[src/rtl/pc_unit_pkg.sv]
// pc_unit_pkg: shared defaults and the next-PC select encoding for the fetch
// stage program counter (pc_unit) and its return-address stack (pc_ras).
package pc_unit_pkg;

  localparam int          DEF_PC_W         = 32;
  localparam int          DEF_INC          = 4;
  localparam logic [63:0] DEF_RESET_VECTOR = 64'h0;

  // Source of the PC loaded on the next rising edge.
  typedef enum logic [2:0] {
    SEL_HOLD   = 3'd0,
    SEL_SEQ    = 3'd1,
    SEL_RET    = 3'd2,
    SEL_JUMP   = 3'd3,
    SEL_BRANCH = 3'd4
  } pc_sel_e;

endpackage

[src/rtl/pc_unit_if.sv]
// pc_unit_if: fetch-control bundle between the pipeline and pc_unit.
//   Requests (master -> slave): pc_ena, branch_taken/branch_target,
//     jump_valid/jump_target, ret_valid, push_valid/push_addr.
//   Status (slave -> master): pc_out, pc_plus_inc, address_imem, pc_upper,
//     ras_top, ras_empty, ras_full, ret_miss.
interface pc_unit_if #(
  parameter int PC_W    = 32,
  parameter int IMEM_AW = 12,
  parameter int UPPER_W = 5
) ();
  logic               pc_ena;
  logic               branch_taken;
  logic [PC_W-1:0]    branch_target;
  logic               jump_valid;
  logic [PC_W-1:0]    jump_target;
  logic               ret_valid;
  logic               push_valid;
  logic [PC_W-1:0]    push_addr;
  logic [PC_W-1:0]    pc_out;
  logic [PC_W-1:0]    pc_plus_inc;
  logic [IMEM_AW-1:0] address_imem;
  logic [UPPER_W-1:0] pc_upper;
  logic [PC_W-1:0]    ras_top;
  logic               ras_empty;
  logic               ras_full;
  logic               ret_miss;

  modport master (
    output pc_ena, branch_taken, branch_target, jump_valid, jump_target,
           ret_valid, push_valid, push_addr,
    input  pc_out, pc_plus_inc, address_imem, pc_upper, ras_top,
           ras_empty, ras_full, ret_miss
  );

  modport slave (
    input  pc_ena, branch_taken, branch_target, jump_valid, jump_target,
           ret_valid, push_valid, push_addr,
    output pc_out, pc_plus_inc, address_imem, pc_upper, ras_top,
           ras_empty, ras_full, ret_miss
  );
endinterface

[src/rtl/pc_ras.sv]
// pc_ras: circular return-address stack.
//   clock, reset : rising-edge clock, synchronous active-high reset
//   push, pop    : stack operations (both together = replace top)
//   push_data    : address pushed / written over the top
//   top          : entry under the pointer (stale data when empty)
//   empty, full  : occupancy flags
// A push while full overwrites the oldest entry; a pop while empty is ignored.
module pc_ras #(
  parameter int PC_W      = 32,
  parameter int RAS_DEPTH = 4
) (
  input  logic            clock,
  input  logic            reset,
  input  logic            push,
  input  logic            pop,
  input  logic [PC_W-1:0] push_data,
  output logic [PC_W-1:0] top,
  output logic            empty,
  output logic            full
);

  localparam int PTR_W = $clog2(RAS_DEPTH);
  localparam int CNT_W = $clog2(RAS_DEPTH + 1);

  logic [PC_W-1:0]  entry [RAS_DEPTH];
  logic [PTR_W-1:0] ptr;
  logic [PTR_W-1:0] ptr_nxt;
  logic [PTR_W-1:0] ptr_prv;
  logic [CNT_W-1:0] count;

  // Power-of-two depth makes the pointer wrap for free.
  assign ptr_nxt = ptr + PTR_W'(1);
  assign ptr_prv = ptr - PTR_W'(1);

  assign top   = entry[ptr];
  assign empty = (count == '0);
  assign full  = (count == CNT_W'(RAS_DEPTH));

  always_ff @(posedge clock) begin
    if (reset) begin
      ptr   <= '0;
      count <= '0;
      for (int i = 0; i < RAS_DEPTH; i++) entry[i] <= '0;
    end else if (push && (!pop || empty)) begin
      // Plain push; a tail call on an empty stack degenerates to this too.
      entry[ptr_nxt] <= push_data;
      ptr            <= ptr_nxt;
      if (!full) count <= count + CNT_W'(1);
    end else if (push && pop) begin
      // Tail call: swap the top in place.
      entry[ptr] <= push_data;
    end else if (pop && !empty) begin
      ptr   <= ptr_prv;
      count <= count - CNT_W'(1);
    end
  end

endmodule

[src/rtl/pc_unit.sv]
// pc_unit: fetch-stage program counter, next-PC arbitration and RAS owner.
//   clock, reset : rising-edge clock, synchronous active-high reset
//   bus (slave)  : stall/redirect requests in; PC, imem address, upper PC
//                  bits, PC+INC and RAS status out.
// Next-PC priority: branch > jump > return > sequential > hold.
module pc_unit
  import pc_unit_pkg::*;
#(
  parameter int              PC_W         = DEF_PC_W,
  parameter int              INC          = DEF_INC,
  parameter int              IMEM_AW      = 12,
  parameter int              UPPER_W      = 5,
  parameter int              RAS_DEPTH    = 4,
  parameter logic [PC_W-1:0] RESET_VECTOR = PC_W'(DEF_RESET_VECTOR)
) (
  input logic     clock,
  input logic     reset,
  pc_unit_if.slave bus
);

  logic [PC_W-1:0] pc_p1;
  logic [PC_W-1:0] pc_inc;
  logic [PC_W-1:0] ras_top;
  logic            ras_empty;
  logic            ras_full;
  logic            ret_miss_p1;

  pc_sel_e         sel;
  logic            ras_en;
  logic            ret_req;
  logic            ras_push;
  logic            ras_pop;
  logic            ret_miss_d;

  assign pc_inc = pc_p1 + PC_W'(INC);

  always_comb begin
    sel = SEL_HOLD;
    // A taken branch squashes the younger call/return in decode.
    ras_en  = bus.pc_ena & ~bus.branch_taken;
    // A simultaneous jump shadows the return completely.
    ret_req = ras_en & bus.ret_valid & ~bus.jump_valid;
    ras_push   = ras_en & bus.push_valid;
    ras_pop    = ret_req & ~ras_empty;
    ret_miss_d = ret_req & ras_empty;
    if (bus.branch_taken)                    sel = SEL_BRANCH;
    else if (bus.pc_ena && bus.jump_valid)   sel = SEL_JUMP;
    else if (ret_req && !ras_empty)          sel = SEL_RET;
    else if (bus.pc_ena)                     sel = SEL_SEQ;
  end

  pc_ras #(
    .PC_W      (PC_W),
    .RAS_DEPTH (RAS_DEPTH)
  ) u_ras (
    .clock     (clock),
    .reset     (reset),
    .push      (ras_push),
    .pop       (ras_pop),
    .push_data (bus.push_addr),
    .top       (ras_top),
    .empty     (ras_empty),
    .full      (ras_full)
  );

  // Stage p1: registered PC and return-miss pulse
  always_ff @(posedge clock) begin
    if (reset) begin
      pc_p1       <= RESET_VECTOR;
      ret_miss_p1 <= 1'b0;
    end else begin
      ret_miss_p1 <= ret_miss_d;
      case (sel)
        SEL_BRANCH: pc_p1 <= bus.branch_target;
        SEL_JUMP:   pc_p1 <= bus.jump_target;
        SEL_RET:    pc_p1 <= ras_top;
        SEL_SEQ:    pc_p1 <= pc_inc;
        default:    pc_p1 <= pc_p1;
      endcase
    end
  end

  assign bus.pc_out       = pc_p1;
  assign bus.pc_plus_inc  = pc_inc;
  assign bus.address_imem = pc_p1[IMEM_AW-1:0];
  assign bus.pc_upper     = pc_p1[PC_W-1 -: UPPER_W];
  assign bus.ras_top      = ras_top;
  assign bus.ras_empty    = ras_empty;
  assign bus.ras_full     = ras_full;
  assign bus.ret_miss     = ret_miss_p1;

endmodule

[src/flat_wrapper.sv]
// flat-port wrapper written by rule: the top's interface ports become plain ports
module pc_unit_flat import pc_unit_pkg::*;
#(
  parameter int              PC_W         = DEF_PC_W,
  parameter int              INC          = DEF_INC,
  parameter int              IMEM_AW      = 12,
  parameter int              UPPER_W      = 5,
  parameter int              RAS_DEPTH    = 4,
  parameter logic [PC_W-1:0] RESET_VECTOR = PC_W'(DEF_RESET_VECTOR)
)
  (clock, reset, bus_pc_ena, bus_branch_taken, bus_branch_target, bus_jump_valid, bus_jump_target, bus_ret_valid, bus_push_valid, bus_push_addr, bus_pc_out, bus_pc_plus_inc, bus_address_imem, bus_pc_upper, bus_ras_top, bus_ras_empty, bus_ras_full, bus_ret_miss);
  pc_unit_if #(.PC_W(PC_W), .IMEM_AW(IMEM_AW), .UPPER_W(UPPER_W)) bus_i ();
  input logic clock;
  input logic reset;
  input wire logic [$bits(bus_i.pc_ena)-1:0] bus_pc_ena;
  input wire logic [$bits(bus_i.branch_taken)-1:0] bus_branch_taken;
  input wire logic [$bits(bus_i.branch_target)-1:0] bus_branch_target;
  input wire logic [$bits(bus_i.jump_valid)-1:0] bus_jump_valid;
  input wire logic [$bits(bus_i.jump_target)-1:0] bus_jump_target;
  input wire logic [$bits(bus_i.ret_valid)-1:0] bus_ret_valid;
  input wire logic [$bits(bus_i.push_valid)-1:0] bus_push_valid;
  input wire logic [$bits(bus_i.push_addr)-1:0] bus_push_addr;
  output wire logic [$bits(bus_i.pc_out)-1:0] bus_pc_out;
  output wire logic [$bits(bus_i.pc_plus_inc)-1:0] bus_pc_plus_inc;
  output wire logic [$bits(bus_i.address_imem)-1:0] bus_address_imem;
  output wire logic [$bits(bus_i.pc_upper)-1:0] bus_pc_upper;
  output wire logic [$bits(bus_i.ras_top)-1:0] bus_ras_top;
  output wire logic [$bits(bus_i.ras_empty)-1:0] bus_ras_empty;
  output wire logic [$bits(bus_i.ras_full)-1:0] bus_ras_full;
  output wire logic [$bits(bus_i.ret_miss)-1:0] bus_ret_miss;
  assign bus_i.pc_ena = bus_pc_ena;
  assign bus_i.branch_taken = bus_branch_taken;
  assign bus_i.branch_target = bus_branch_target;
  assign bus_i.jump_valid = bus_jump_valid;
  assign bus_i.jump_target = bus_jump_target;
  assign bus_i.ret_valid = bus_ret_valid;
  assign bus_i.push_valid = bus_push_valid;
  assign bus_i.push_addr = bus_push_addr;
  assign bus_pc_out = bus_i.pc_out;
  assign bus_pc_plus_inc = bus_i.pc_plus_inc;
  assign bus_address_imem = bus_i.address_imem;
  assign bus_pc_upper = bus_i.pc_upper;
  assign bus_ras_top = bus_i.ras_top;
  assign bus_ras_empty = bus_i.ras_empty;
  assign bus_ras_full = bus_i.ras_full;
  assign bus_ret_miss = bus_i.ret_miss;
  pc_unit #(.PC_W(PC_W), .INC(INC), .IMEM_AW(IMEM_AW), .UPPER_W(UPPER_W), .RAS_DEPTH(RAS_DEPTH), .RESET_VECTOR(RESET_VECTOR)) u_core (.clock(clock), .reset(reset), .bus(bus_i));
endmodule
[config.mk]
export PLATFORM = sky130hd
export DESIGN_NAME = pc_unit_flat
export DESIGN_NICKNAME = d
export VERILOG_FILES = /design/src/rtl/pc_unit_pkg.sv /design/src/rtl/pc_unit_if.sv /design/src/rtl/pc_ras.sv /design/src/rtl/pc_unit.sv /design/src/flat_wrapper.sv
export SDC_FILE = /design/constraint.sdc
export NUM_CORES = 1
export LEC_CHECK = 0
export CELL_PAD_IN_SITES_DETAIL_PLACEMENT = 1
export CELL_PAD_IN_SITES_GLOBAL_PLACEMENT = 2
export CORE_MARGIN = 8
export CORE_UTILIZATION = 31
export DETAILED_ROUTE_END_ITERATION = 7
export PLACE_DENSITY = 0.88
export SLEW_MARGIN = 20
export SYNTH_ARGS = -nofsm -noshare
export SYNTH_HDL_FRONTEND = slang
export SYNTH_HIERARCHICAL = 1
export SYNTH_SLANG_ARGS = --single-unit
[constraint.sdc]
create_clock -name clock -period 4.5 [get_ports clock]
set_input_delay 0.675 -clock clock [delete_from_list [all_inputs] [get_ports clock]]
set_output_delay 0.675 -clock clock [all_outputs]
set_load 0.01 [all_outputs]
==> impl_metrics.toml, run 1 <==
[worst_setup_path]
crit_path_cell_trace = "ha_1 > nand4_1 > or4_4 > o21a_1 > or2_1 > clkdlybuf4s50_1"
r2r.worst_path.cells = 9
worst_path_largest_cell_delay_ns = 0.64
path_max_fanout = 9
worst-path-buf-inv = 1
critical_path_arrival_ns = 3.12
worstPathRequired_ns = 3.83
r2r-start = "u_core/u_ras/count[0]"
reg2reg_setup_slack_ns = 1.25
worst_setup_path_end_kind = "output port"
reg2reg_to = "u_core/u_ras/entry[2][28]"
critPathTopFamily = "simple AND/OR/NAND/NOR gates"
path_class = "reg2out"
crit_slowest_cell = "or4_4"
setup.worst_path.start_class = "register"

[clock_tree]
cts.htree.levels = 4
postCtsResizedCells = 0
clock_tree.root_cell = "clkbuf_16"
total_of_hold_buffers_inserted_after_clock_tree_synthesis = 0
numClockSinks = 168
clock_tree_from_tritoncts = "yes"
postCtsSetupBuffers = 0
clock_insertion_delay_worst_skew_ns = 0.43
tritoncts.num_buffers = 17
maximum_count_of_clock_buffers_along_a_single_path = 2
clock_slew_seen_by_the_registers_of_the_worst_setup_and_hold_paths_ns = 0.08

[place]
finalWeightedCongestion = 0.810
dpl.cell_count = 1342
buffer_ports.inserted = 218
postPlaceCellArea_um2 = 11100
dp.final_hpwl_um = 22200
dp_worst_setup_slack_ns = 0.819

[timing]
timing.slew.headroom_pct = 26.3
final.setup.worst_slack_ns = 0.703
final_number_of_max_transition_violations = 0
period_minus_slack_ns = 3.80
unrepaired_setup_endpoints_after_global_routing = "no"
timing.final.hold_violations = 0
fmaxAchievable_mhz = 263
tightest_slew_ns = 1.10
finalClockSkew_ns = 0.0125
setup_total_negative_slack_ns = 0
final.period_utilization_pct = 84.4
report.final.setup_viol = 0

[drt]
number_of_routed_nets_with_antenna_violations = 0
pre_repair_dr_iteration_count = 5
wl_met2_um = 14800
drc = 0
drt-initial-drc-count = 578
top_layer = "met5"
totalWireLength_um = 30700
detail_route.wl_per_cell_um = 22.3
met1Wirelength_um = 13200
dr_wl_met3_um = 2010
post_drt_via_cell_ratio = 5.07
route.vias.total = 6965

[synth]
yosysSeqAreaShare_pct = 53.6
postSynth.topFlopCell = "edfxtp_1"
netlist_area_um2 = 8660
synth-edff-count = 128
asyncSetResetFlopFracSynth_pct = 0
synth_area_per_cell_um2 = 10.8
synth.net_count = 907
yosysWarningCount = 6
synthCells = 802
synth.lib_cells_used.distinct = 66
synth_seq_cells = 168

[flow_run]
max_cap_violation_count = 0

[cells_and_area]
instances_no_fill = 1374
area.sequential_um2 = 4650
layout.cells.most_common = "clkdlybuf4s50_1"
net_count_final = 1088
n_fill_cell = 3015
multi_input_comb_area_um2 = 3440
postLayoutCellArea_um2 = 11600
mostFrequentLayoutCells = "216 x clkdlybuf4s50_1, 151 x nor2_1, 128 x edfxtp_1, 62 x nand2_1, 47 x a21oi_1"
insertedDiodeCount = 0
drive_above_1_share_pct = 10.8
syn2layout_area_growth_pct = 34.5

[grt]
global_route.usage.total_pct = 17.9
grt_pass1_vias = 7300
grt_start_max_net_pins = 66
number_of_antenna_violations_at_the_first_check_in_global_routing = 2
grt_pass1_wl_um = 45800
gr-total-overflow = 0

[die]
die_area_um2 = 33500
dieHeight_um = 183
initial_core_util_pct = 31.3
fp.dieW_um = 183
ios = 219
core.rowCount = 61
core_area_um2 = 27600

[pwr]
sequentialPowerShare_pct = 46.8
power_per_cell_area_nw_per_um2 = 329
leakage_power_total_nw = 4.20
pwr-share-clk_pct = 38.5
cell_internal_pwr_w = 0.00282
p_sw_w = 0.00102
vdd_drop_max_mv = 0.322
switching_power_share_of_the_total_pct = 26.5
power.combinational.fraction_pct = 14.7

[hold_path]
hold_start = "u_core/bus.pc_out[0]"
whs_path_depth = 2
timing.hold.worst_endpoint = "u_core/bus.pc_out[0]"
hp-class = "reg2reg"

[outcome]
status = "complete, no violations"
through the flow:
step / total power (W) / utilization [%] / hold slack [ns]
finish: 0.00383 / 42.1 / 0.529
CTS: 0.00388 / 42.1 / 0.528
global placement: 0.00238 / 40.0 / 0.494
detailed placement: 0.00240 / 40.0 / 0.516
floorplan: 0.00207 / - / 0.519
global route: 0.00396 / 42.1 / 0.554
power groups by stage:
stage | registers, W | clock network (W) | logic (W)
after detailed placement | 0.00183 | 0 | 0.000569
after CTS | 0.00179 | 0.00151 | 0.000571
after global routing | 0.00180 | 0.00156 | 0.000603
final | 0.00179 | 0.00148 | 0.000564
after floorplan | 0.00181 | 0 | 0.000262
after global placement | 0.00182 | 0 | 0.000561
cell type report:
type,instances,area share (%)
Multi-Input combinational cell,514,29.6
Timing Repair Buffer,240,20.1
Clock buffer,18,3.69
Inverter,42,1.35
Sequential cell,168,39.9
Clock inverter,14,1.34
Tap cell,378,4.06
kinds of logic (layout without fill, tap and decap cells):
kind of cell	count (synthesis)	count (layout)	synth area share (%)
muxes	33	33	8.45
and+or+nand+nor	320	320	17.5
buffers and inverters	120	314	6.82
DFF	168	168	53.6
AOI/OAI and AO/OA	131	131	10.3
adders and majority gates	2	2	0.376
xor gates and xnor gates	28	28	2.92
layer usage:
metal	vias to the layer above	GRT usage [%]
li1	3232	-
met4	4	5.53
met3	48	4.69
met1	3438	22.6
met5	-	0
met2	243	29.8
synthesized netlist by cell type, types with 3 or more instances:
cell type | count | area share (%)
nor3_1 | 12 | 0.69
buf_2 | 21 | 1.2
inv_1 | 42 | 1.8
a2111oi_0 | 3 | 0.30
nor2b_1 | 20 | 1.4
and3_1 | 4 | 0.29
nand2b_1 | 8 | 0.58
a31oi_1 | 3 | 0.22
o2bb2ai_1 | 12 | 1.2
buf_4 | 20 | 1.7
nor4_1 | 4 | 0.29
a21oi_1 | 47 | 2.7
and4_1 | 5 | 0.51
nand3_1 | 18 | 1.0
clkbuf_1 | 24 | 1.0
edfxtp_1 | 128 | 44
nor2_1 | 151 | 6.5
dfxtp_1 | 40 | 9.2
and2_1 | 4 | 0.29
a2bb2oi_1 | 3 | 0.30
a211oi_1 | 6 | 0.52
nand4_1 | 11 | 0.79
o21ai_0 | 17 | 0.98
buf_1 | 7 | 0.30
a221oi_1 | 17 | 1.7
xor2_1 | 8 | 0.81
buf_6 | 5 | 0.65
or2_2 | 4 | 0.29
xnor2_1 | 19 | 1.9
nand2_1 | 62 | 2.7
mux4_2 | 32 | 8.3
a22oi_1 | 3 | 0.26
sequential cells by signal, summed over array words and instances (netlist names), named ones only:
name and count:
u_core/u_ras/count 3, u_core/u_ras/ptr 2, u_core/bus.ret_miss 1, u_core/u_ras/entry 128, u_core/bus.pc_out 32
worst max path at each step:
stage / end / slack, ns / from / cells past startpoint
after floorplan: u_core/u_ras/entry[0][0] / 1.11 / bus_pc_ena / 9
after global placement: u_core/u_ras/entry[2][29] / 0.91 / bus_pc_ena / 9
after detailed placement: u_core/u_ras/entry[2][29] / 0.82 / bus_pc_ena / 9
after CTS: bus_pc_plus_inc[20] / 0.68 / u_core/bus.pc_out[2] / 6
after global routing: bus_pc_plus_inc[20] / 0.53 / u_core/bus.pc_out[2] / 6
final: bus_pc_plus_inc[20] / 0.70 / u_core/bus.pc_out[2] / 6
worst register-to-register path, stage by stage (launching register included):
cell and delay, ns:
dfxtp_1 0.55, nor3_2 0.18, nand2b_1 0.26, nor3_2 0.16, buf_4 0.39, nand3b_1 0.19, o32a_1 0.32, buf_4 0.26
nand2b_1 0.14, buf_4 0.43
Power figures use the tool's default switching activity.
==> run 2, diff against run 1 <==
clock period = 3.75 ns   (was 4.5 ns; I/O delays follow)
==> impl_metrics.toml, run 2 (same netlist as run 1, synthesis figures left out) <==
[outcome]
status = "complete, no violations"

[timing]
report.final.setup_viol = 0
unrepaired_setup_endpoints_after_global_routing = "no"
final.period_utilization_pct = 92.6
tightest_slew_ns = 1.09
timing.final.hold_violations = 0
timing.slew.headroom_pct = 26.9
finalClockSkew_ns = 0.00883
setup_total_negative_slack_ns = 0
period_minus_slack_ns = 3.47
final_number_of_max_transition_violations = 0
fmaxAchievable_mhz = 288

[cells_and_area]
regMostFlops = "u_core/u_ras/entry"
syn2layout_area_growth_pct = 35.5
insertedDiodeCount = 0
largest_register_ff_count = 128
drive_above_1_share_pct = 11.6
postLayoutCellArea_um2 = 11700
net_count_final = 1096
mostFrequentLayoutCells = "216 x clkdlybuf4s50_1, 151 x nor2_1, 128 x edfxtp_1, 62 x nand2_1, 47 x a21oi_1"
n_fill_cell = 3023
layout.cells.most_common = "clkdlybuf4s50_1"

[drt]
detail_route.wl_per_cell_um = 21.9
number_of_routed_nets_with_antenna_violations = 0
post_drt_via_cell_ratio = 5.05
pre_repair_dr_iteration_count = 5
drc = 0
route.vias.total = 6986
totalWireLength_um = 30200
drt-initial-drc-count = 446

[worst_setup_path]
setup.worst_path.start_class = "register"
r2r.worst_path.cells = 9
crit_path_cell_trace = "ha_1 > nand4_1 > or4_4 > o21a_1 > or2_1 > clkdlybuf4s50_1"
worst_path_largest_cell_delay_ns = 0.64
worstPathRequired_ns = 3.19
critical_path_arrival_ns = 2.91
cp-startpoint = "u_core/bus.pc_out[2]"
path_class = "reg2out"
crit_slowest_cell = "or4_4"
path_max_fanout = 6
worst_setup_path_end_kind = "output port"
r2r-start = "u_core/u_ras/count[0]"

[place]
finalWeightedCongestion = 0.792
buffer_ports.inserted = 218
dp.final_hpwl_um = 22200
postPlaceCellArea_um2 = 11100

[grt]
global_route.usage.total_pct = 17.8
gr-total-overflow = 0
number_of_antenna_violations_at_the_first_check_in_global_routing = 1
grt_pass1_vias = 7508
grt_pass1_wl_um = 45700
grt_start_max_net_pins = 35

[clock_tree]
cts.htree.levels = 4
clock_insertion_delay_worst_skew_ns = 0.42
maximum_count_of_clock_buffers_along_a_single_path = 2
postCtsResizedCells = 0
clock_slew_seen_by_the_registers_of_the_worst_setup_and_hold_paths_ns = 0.07
clock_tree.root_cell = "clkbuf_16"
tritoncts.num_buffers = 17
total_of_hold_buffers_inserted_after_clock_tree_synthesis = 0
clock_tree_from_tritoncts = "yes"
numClockSinks = 168
postCtsSetupBuffers = 0

[die]
initial_core_util_pct = 31.3
fp.dieW_um = 183
core.rowCount = 61
ios = 219
dieHeight_um = 183
die_area_um2 = 33500
core_area_um2 = 27600

[pwr]
vdd_drop_max_mv = 0.307
report.power.total_w = 0.00459
leakage_power_total_nw = 4.25
power_per_cell_area_nw_per_um2 = 391

[hold_path]
hp-class = "reg2reg"
hold_start = "u_core/bus.pc_out[1]"
whs_path_depth = 2

[flow_run]
max_cap_violation_count = 0
==> run 2: cell count changes in the layout (fill, tap and decap cells not counted) <==
cell | previous run | this run
clkinvlp_4 | 1 | 2
clkinv_8 | 1 | 2
inv_6 | 4 | 2
buf_4 | 22 | 28
buf_12 | 0 | 2
==> run 2: layout make-up <==
class | instances | area, µm² | area share (%)
clock inverter | 14 | 163 | 1.39
multi-input combinational | 514 | 3440 | 29.3
inverter | 42 | 158 | 1.34
clock buffer | 18 | 429 | 3.66
sequential | 168 | 4650 | 39.6
timing repair buffer | 248 | 2420 | 20.6
tap | 378 | 473 | 4.03
==> run 2: stage by stage <==
step | utilization (%) | setup WS [ns] | hold slack [ns] | std cells
floorplan | - | 0.476 | 0.519 | 802
global placement | 40.3 | 0.669 | 0.500 | 1350
detailed placement | 40.3 | 0.605 | 0.516 | 1350
CTS | 42.5 | 0.257 | 0.527 | 1382
global route | 42.5 | 0.151 | 0.543 | 1382
finish | 42.5 | 0.277 | 0.523 | 1382
==> run 2: worst max-delay path: cells and delay by family, from the launching register on <==
kind / cells / cell delay, ns
AO/OA/AOI/OAI: 1 / 0.20
adder cells (fa/ha/maj): 1 / 0.29
buffers and inverters: 1 / 0.48
flip-flops: 1 / 0.34
AND/OR/NAND/NOR: 3 / 1.16
==> run 2: power breakdown <==
part	switching (W)	leakage (nW)	internal [W]	total (W)
registers	0.0000654	1.67	0.00208	0.00214
clock network	0.000808	0.284	0.000949	0.00176
logic	0.000331	2.29	0.000361	0.000692
==> run 2: final timing paths <==
| path | to | slack (ns) |
|---|---|---|
| worst max-delay path | bus_pc_plus_inc[20] | 0.28 |
| worst min-delay path | u_core/bus.pc_out[1] | 0.52 |
| worst max register to register | u_core/u_ras/entry[1][3] | 0.91 |
| worst min register to register | u_core/bus.pc_out[1] | 0.52 |
==> run 2: layer usage <==
| metal | track usage, % | vias to the layer above | routed length (µm) |
|---|---|---|---|
| li1 | - | 3255 | - |
| met1 | 22.1 | 3456 | 12800 |
| met2 | 30.7 | 226 | 14800 |
| met3 | 3.94 | 47 | 1990 |
| met4 | 5.34 | 2 | 602 |
| met5 | 0 | - | 13 |
